==> config.mk <==
export PLATFORM = sky130hd
export DESIGN_NAME = pipe_valid_chain
export DESIGN_NICKNAME = d
export VERILOG_FILES = /design/src/rtl/pipe_valid_chain.sv
export SDC_FILE = /design/constraint.sdc
export NUM_CORES = 1
export LEC_CHECK = 0
export ABC_AREA = 0
export CAP_MARGIN = 20
export CORE_MARGIN = 2
export CORE_UTILIZATION = 25
export CTS_BUF_LIST = sky130_fd_sc_hd__clkbuf_4 sky130_fd_sc_hd__clkbuf_8
export DETAILED_ROUTE_END_ITERATION = 6
export DONT_BUFFER_PORTS = 1
export GPL_TIMING_DRIVEN = 0
export PLACE_DENSITY = 0.44
export SYNTH_ARGS = -nofsm -noshare
export SYNTH_HDL_FRONTEND = slang
export SYNTH_SLANG_ARGS = --single-unit
==> constraint.sdc <==
create_clock -name clk -period 2.05 [get_ports clk]
set_input_delay 0.1025 -clock clk [delete_from_list [all_inputs] [get_ports clk]]
set_output_delay 0.1025 -clock clk [all_outputs]
set_load 0.01 [all_outputs]
==> src/rtl/pipe_valid_chain.sv <==
// DEPTH-deep valid/ready register chain with bubble collapse, synchronous flush and occupancy count.
// Define PIPE_DATA_CLR_EN to zero payload registers on flush and on bubble loads.
module pipe_valid_chain #(
  parameter int DATA_W = 32,
  parameter int DEPTH  = 2,
  parameter int CNT_W  = $clog2(DEPTH + 1)
) (
  input  logic              clk,
  input  logic              rst,
  input  logic              flush,
  input  logic              in_valid,
  output logic              in_ready,
  input  logic [DATA_W-1:0] in_data,
  output logic              out_valid,
  input  logic              out_ready,
  output logic [DATA_W-1:0] out_data,
  output logic [CNT_W-1:0]  count
);

  logic [DEPTH-1:0]  vld_p;
  logic [DATA_W-1:0] data_p [DEPTH];
  logic [DEPTH-1:0]  rdy;
  logic [DEPTH-1:0]  src_vld;
  logic [DATA_W-1:0] src_data [DEPTH];
  logic              in_xfer;
  logic              out_xfer;

  // A stage may load when it is empty or anything between it and the output can move.
  always_comb begin
    logic acc;
    acc = out_ready;
    rdy = '0;
    for (int i = DEPTH - 1; i >= 0; i--) begin
      acc    = acc | ~vld_p[i];
      rdy[i] = acc;
    end
  end

  assign in_ready  = rdy[0] & ~flush & ~rst;
  assign in_xfer   = in_valid & in_ready;
  assign out_valid = vld_p[DEPTH-1];
  assign out_data  = data_p[DEPTH-1];
  assign out_xfer  = out_valid & out_ready;

  always_comb begin
    src_vld[0]  = in_xfer;
    src_data[0] = in_data;
    for (int i = 1; i < DEPTH; i++) begin
      src_vld[i]  = vld_p[i-1];
      src_data[i] = data_p[i-1];
    end
  end

  // Stage boundary: valid bits and occupancy
  always_ff @(posedge clk or posedge rst) begin
    if (rst) begin
      vld_p <= '0;
      count <= '0;
    end else if (flush) begin
      vld_p <= '0;
      count <= '0;
    end else begin
      for (int i = 0; i < DEPTH; i++) begin
        if (rdy[i]) vld_p[i] <= src_vld[i];
      end
      count <= count + CNT_W'(in_xfer) - CNT_W'(out_xfer);
    end
  end

  // Stage boundary: payload registers
  always_ff @(posedge clk or posedge rst) begin
    if (rst) begin
      for (int i = 0; i < DEPTH; i++) data_p[i] <= '0;
    end else if (flush) begin
`ifdef PIPE_DATA_CLR_EN
      for (int i = 0; i < DEPTH; i++) data_p[i] <= '0;
`endif
    end else begin
      for (int i = 0; i < DEPTH; i++) begin
        if (rdy[i]) begin
          if (src_vld[i]) data_p[i] <= src_data[i];
`ifdef PIPE_DATA_CLR_EN
          else data_p[i] <= '0;
`endif
        end
      end
    end
  end

endmodule

Yosys cells after proc, flatten, opt, wreduce, memory -nomap -nowiden
Index checks and enable logic that the tools add are counted.
{"block": "totals", "reg_bits": 68, "input_bits": 37, "out_inout_bits": 36, "elab_cells": 25}
{"block": "classes", "add_sub_neg": 2, "mux": 4, "bitwise": 10, "reduce_logical": 4}
{"operator": "$reduce_and A3 Y1", "count": 2}
{"operator": "$and A1 B1 Y1", "count": 4}
{"operator": "$mux W2", "count": 2}
{"operator": "$not A1 Y1", "count": 4}
{"operator": "$reduce_bool A2 Y1", "count": 2}
{"operator": "$add A2 B1 Y2", "count": 1}
{"operator": "$mux W1", "count": 2}
{"operator": "$or A1 B1 Y1", "count": 2}
{"operator": "$sub A2 B1 Y2", "count": 1}

Depth between registers and ports, before layout
{"block": "depth", "word_depth": 9, "depth_mapped": 8, "ltp_nobuf": 7}

Worst setup path before layout
No wires, ideal clock.
{"block": "synth_path", "path_type": "flip-flop to flip-flop", "start": "register vld_p[1]", "end": "register count[0]", "setup_time_ns": 0.120, "arrival_time_ns": 1.582, "required_time_ns": 1.930, "setup_slack_ns": 0.349, "stages_incl_launch_ff": 8, "path_buffers": 1, "period_less_slack_ns": 1.701, "cell_sequence": "dfrtp_1 nand3b_1 nand3_4 buf_6 ha_1 inv_1 ha_1 and2b_2"}
{"block": "synth_between", "elab_chain_len": 9, "word_cells_on_any_way": 10, "cone_classes": "add/sub (2); mux (1); bitwise (7)"}
{"item": "from (decl)", "line": "20", "source": "logic [DEPTH-1:0] vld_p;"}
{"item": "from (signal, indexed assignment)", "line": "64", "source": "if (rdy[i]) vld_p[i] <= src_vld[i];"}
{"item": "$not A1 Y1", "line": "34", "source": "acc = acc | ~vld_p[i];"}
{"item": "$or A1 B1 Y1 (2 in series)", "line": "34"}
{"item": "$and A1 B1 Y1 (2 in series)", "line": "39", "source": "assign in_ready = rdy[0] & ~flush & ~rst;"}
{"item": "$and A1 B1 Y1", "line": "40", "source": "assign in_xfer = in_valid & in_ready;"}
{"item": "$add A2 B1 Y2", "line": "66", "source": "count <= count + CNT_W'(in_xfer) - CNT_W'(out_xfer);"}
{"item": "$sub A2 B1 Y2 (*)", "line": "66"}
{"item": "$mux W2 (*)", "line": "59", "source": "end else if (flush) begin"}
{"item": "to (signal assigned)", "line": "66"}
{"item": "to (decl)", "line": "17", "source": "output logic [CNT_W-1:0] count"}
Mark *: on every way between the ends. The rest lies on a longest branch, timed or not.
A chain may end at the register's enable or synchronous reset.

Worst setup path after layout
Same ends and word-level chain as after synthesis.

==> qor.txt <==
r2r worst-path depth - 7
vias in the first global route - 1657
Initial DRC Count - 48
Yosys warnings - 0
cell count after synthesis - 190
TritonCTS clock tree - yes
Setup violations, final - 0
WP data arrival - 2130 ps
Worst setup EP type - flip-flop
routed vias - 1546
Die Ht - 113 microns
flops & latches, synth - 68
core area - 11500 sq um
Vias/cell - 4.03
HPWL Detailed - 3530 microns
Setup Skew - 10.9 ps
P_leak - 1.76 nW
I/O pins - 73
clk sinks - 68
peak supply drop - 0.333 mV
initial antenna violation count - 0
Non-Filler Instances - 384
DRT antenna net count - 0
area grow syn2layout - 25.7%
largest net degree at the start of global routing - 69
Worst Hold Class - in2reg
Slew HR - 0.420
critical path endpoint - count[0]
PostCTS Resize Cnt - 0
status - finished, violations left
share of cells above drive strength 1 - 0.506
cts-stage hold buffer count - 36
post-synthesis cell type count - 20
Max-cap violations - 0
Final period util - 0.925
initial core utilization - 0.258
Synth async-reset ratio - 1.00
most common cell in the netlist - dfrtp_1
Routed WL - 5490 microns
CP Class - reg2reg
f_max - 528 MHz
most common cell type on the critical path - ha_1
r2r endpoint - count[0]
Ant. Diodes - 0
Final Cell Area - 3740 sq um
synthesized cell area - 2970 sq um
failing checks - DRC
worst r2r src - vld_p[1]
clock buffer depth - 2
Syn Nets - 229
top post-synthesis cells by count - 68 x dfrtp_1, 35 x buf_4, 34 x mux2_2
RSZ-0062 raised after global routing - no
DRT Pass-1 Iters - 6
htree depth - 3
worst-skew pair later-pin latency - 340 ps
Placed Instances - 333
Root Driver - clkbuf_8
cell at the slowest stage of the critical path - dfrtp_1
FF-to-FF setup slack - 150 ps
IO buf count - 0
syn_area_per_cell - 15.7 sq um
Critical Path RT - 2280 ps
drt drc - 5
Worst Max-Slew Pin Slew - 870 ps
TritonCTS buffer count - 9
post-synth top area share - 0.572
Site Rows - 39
top_reg_cell synth - dfrtp_1
CP cell instances - nand3b_1 -> nand3_4 -> buf_6 -> ha_1 -> inv_1 -> ha_1 -> and2b_2
pwr dens - 1090 nW/um^2
maximum fanout along the worst path - 10
grt total ovfl - 0
Yosys top cell by area - dfrtp_1
Final Slew Violations - 0
GPL Wtd Cong - 0.651
post-CTS setup buffers - 0
Placed Area - 3160 sq um
minimum clock period - 1900 ps
Fillers - 1154
first-pass GRT wire length - 9320 microns
final hold vios - 0
Seq/Total Area, Yosys - 0.572
WL/cell - 14.3 microns
clock slew at reported path FFs - 70 ps
CP startpoint kind - flip-flop
Die ar. - 12800 sq um
All-Layer GR Usage - 0.0961
number of flops mapped to enable cells by yosys - 0
Critical Path Start - vld_p[1]
Layout Nets - 276
Die Span X - 113 microns
crit-path max cell delay - 440 ps
top cells by area, synth - dfrtp_1 57%, mux2_4 14%, mux2_2 13%
## stage by stage
stage               hold slack (ps)  utilization  setup slack [ps]  power (mW)  setup TNS [ps]
CTS                            49.4        0.325               100        4.19               0
global route                   49.3        0.325              13.8        4.35               0
global placement                171        0.274              -692        2.81          -46780
detailed placement              173        0.274               114        2.84               0
floorplan                       169            -               236        2.69               0
finish                         65.1        0.325               155        4.09               0
## state kept, by name, summed over array words and instances (netlist names)
| name | cells |
|---|---|
| count | 2 |
| out_data | 32 |
| data_p | 32 |
| vld_p | 2 |
## metal layers
| layer | global-route usage | vias to the layer above | routed length, microns |
|---|---|---|---|
| met5 | 0 | - | 0 |
| met4 | 0.0439 | 0 | 117 |
| met3 | 0.0375 | 9 | 339 |
| met2 | 0.145 | 46 | 2610 |
| met1 | 0.122 | 785 | 2420 |
| li1 | - | 706 | - |
## kinds of logic (layout without fill, tap and decap cells)
group,after synthesis,count (layout),synth area share
multiplexers,64,64,0.278
AO/OA/AOI/OAI,1,1,0.00168
XOR/XNOR,2,2,0.00589
AND/OR/NAND/NOR,12,12,0.0307
buffers and inverters,41,92,0.103
flip-flops,68,68,0.572
adder cells (fa/ha/maj),2,2,0.00841
## layout make-up
cell class                 instances  area, sq um  share of cell area
inverter                           3         13.8             0.00368
clock inverter                     4         72.6              0.0194
timing repair buffer              36          360              0.0964
multi-input combinational         81          965               0.258
clock buffer                      11          151              0.0405
tap                              143          179              0.0478
buffer                            38          297              0.0793
sequential                        68         1700               0.455
## worst max-delay path: cells and delay by family (launching register included)
family,cells,cell delay [ps]
flops,1,440
simple gates,3,550
fa+ha+maj,2,530
buf+inv,2,250
## where the power goes
part,total [mW],internal [mW],switching (mW)
Sequential,1.87,1.69,0.181
Clock,1.24,0.743,0.501
Combinational,0.977,0.634,0.344
## placed cells by master (no fill, tap or decap)
master,Yosys,layout
dfrtp_1,68,68
dlygate4sd3_1,0,36
buf_4,35,35
mux2_2,34,34
mux2_4,28,28
clkbuf_8,0,11
nor2_1,4,4
buf_6,3,3
inv_1,3,2
mux2_1,2,2
ha_1,2,2
bufinv_16,0,2
nor2b_2,1,1
nand2b_2,1,1
nor2_4,1,1
nand3b_1,1,1
nand3_4,1,1
and2_1,1,1
and2b_2,1,1
and2_2,1,1
xor2_1,1,1
xnor2_1,1,1
inv_4,0,1
o21ai_0,1,1
clkinv_2,0,1
clkinvlp_4,0,1
## worst min path at each step
stage / startpoint / to / slack [ps] / depth (start not counted)
2_1_floorplan: flush / count[1] / 170 / 1
3_3_place_gp: flush / count[1] / 170 / 1
3_5_place_dp: flush / vld_p[1] / 170 / 1
4_1_cts: in_valid / data_p[59] / 50 / 2
5_1_grt: in_valid / data_p[60] / 50 / 2
6_report: in_valid / data_p[60] / 70 / 2
(Power assumes the default switching activity.)
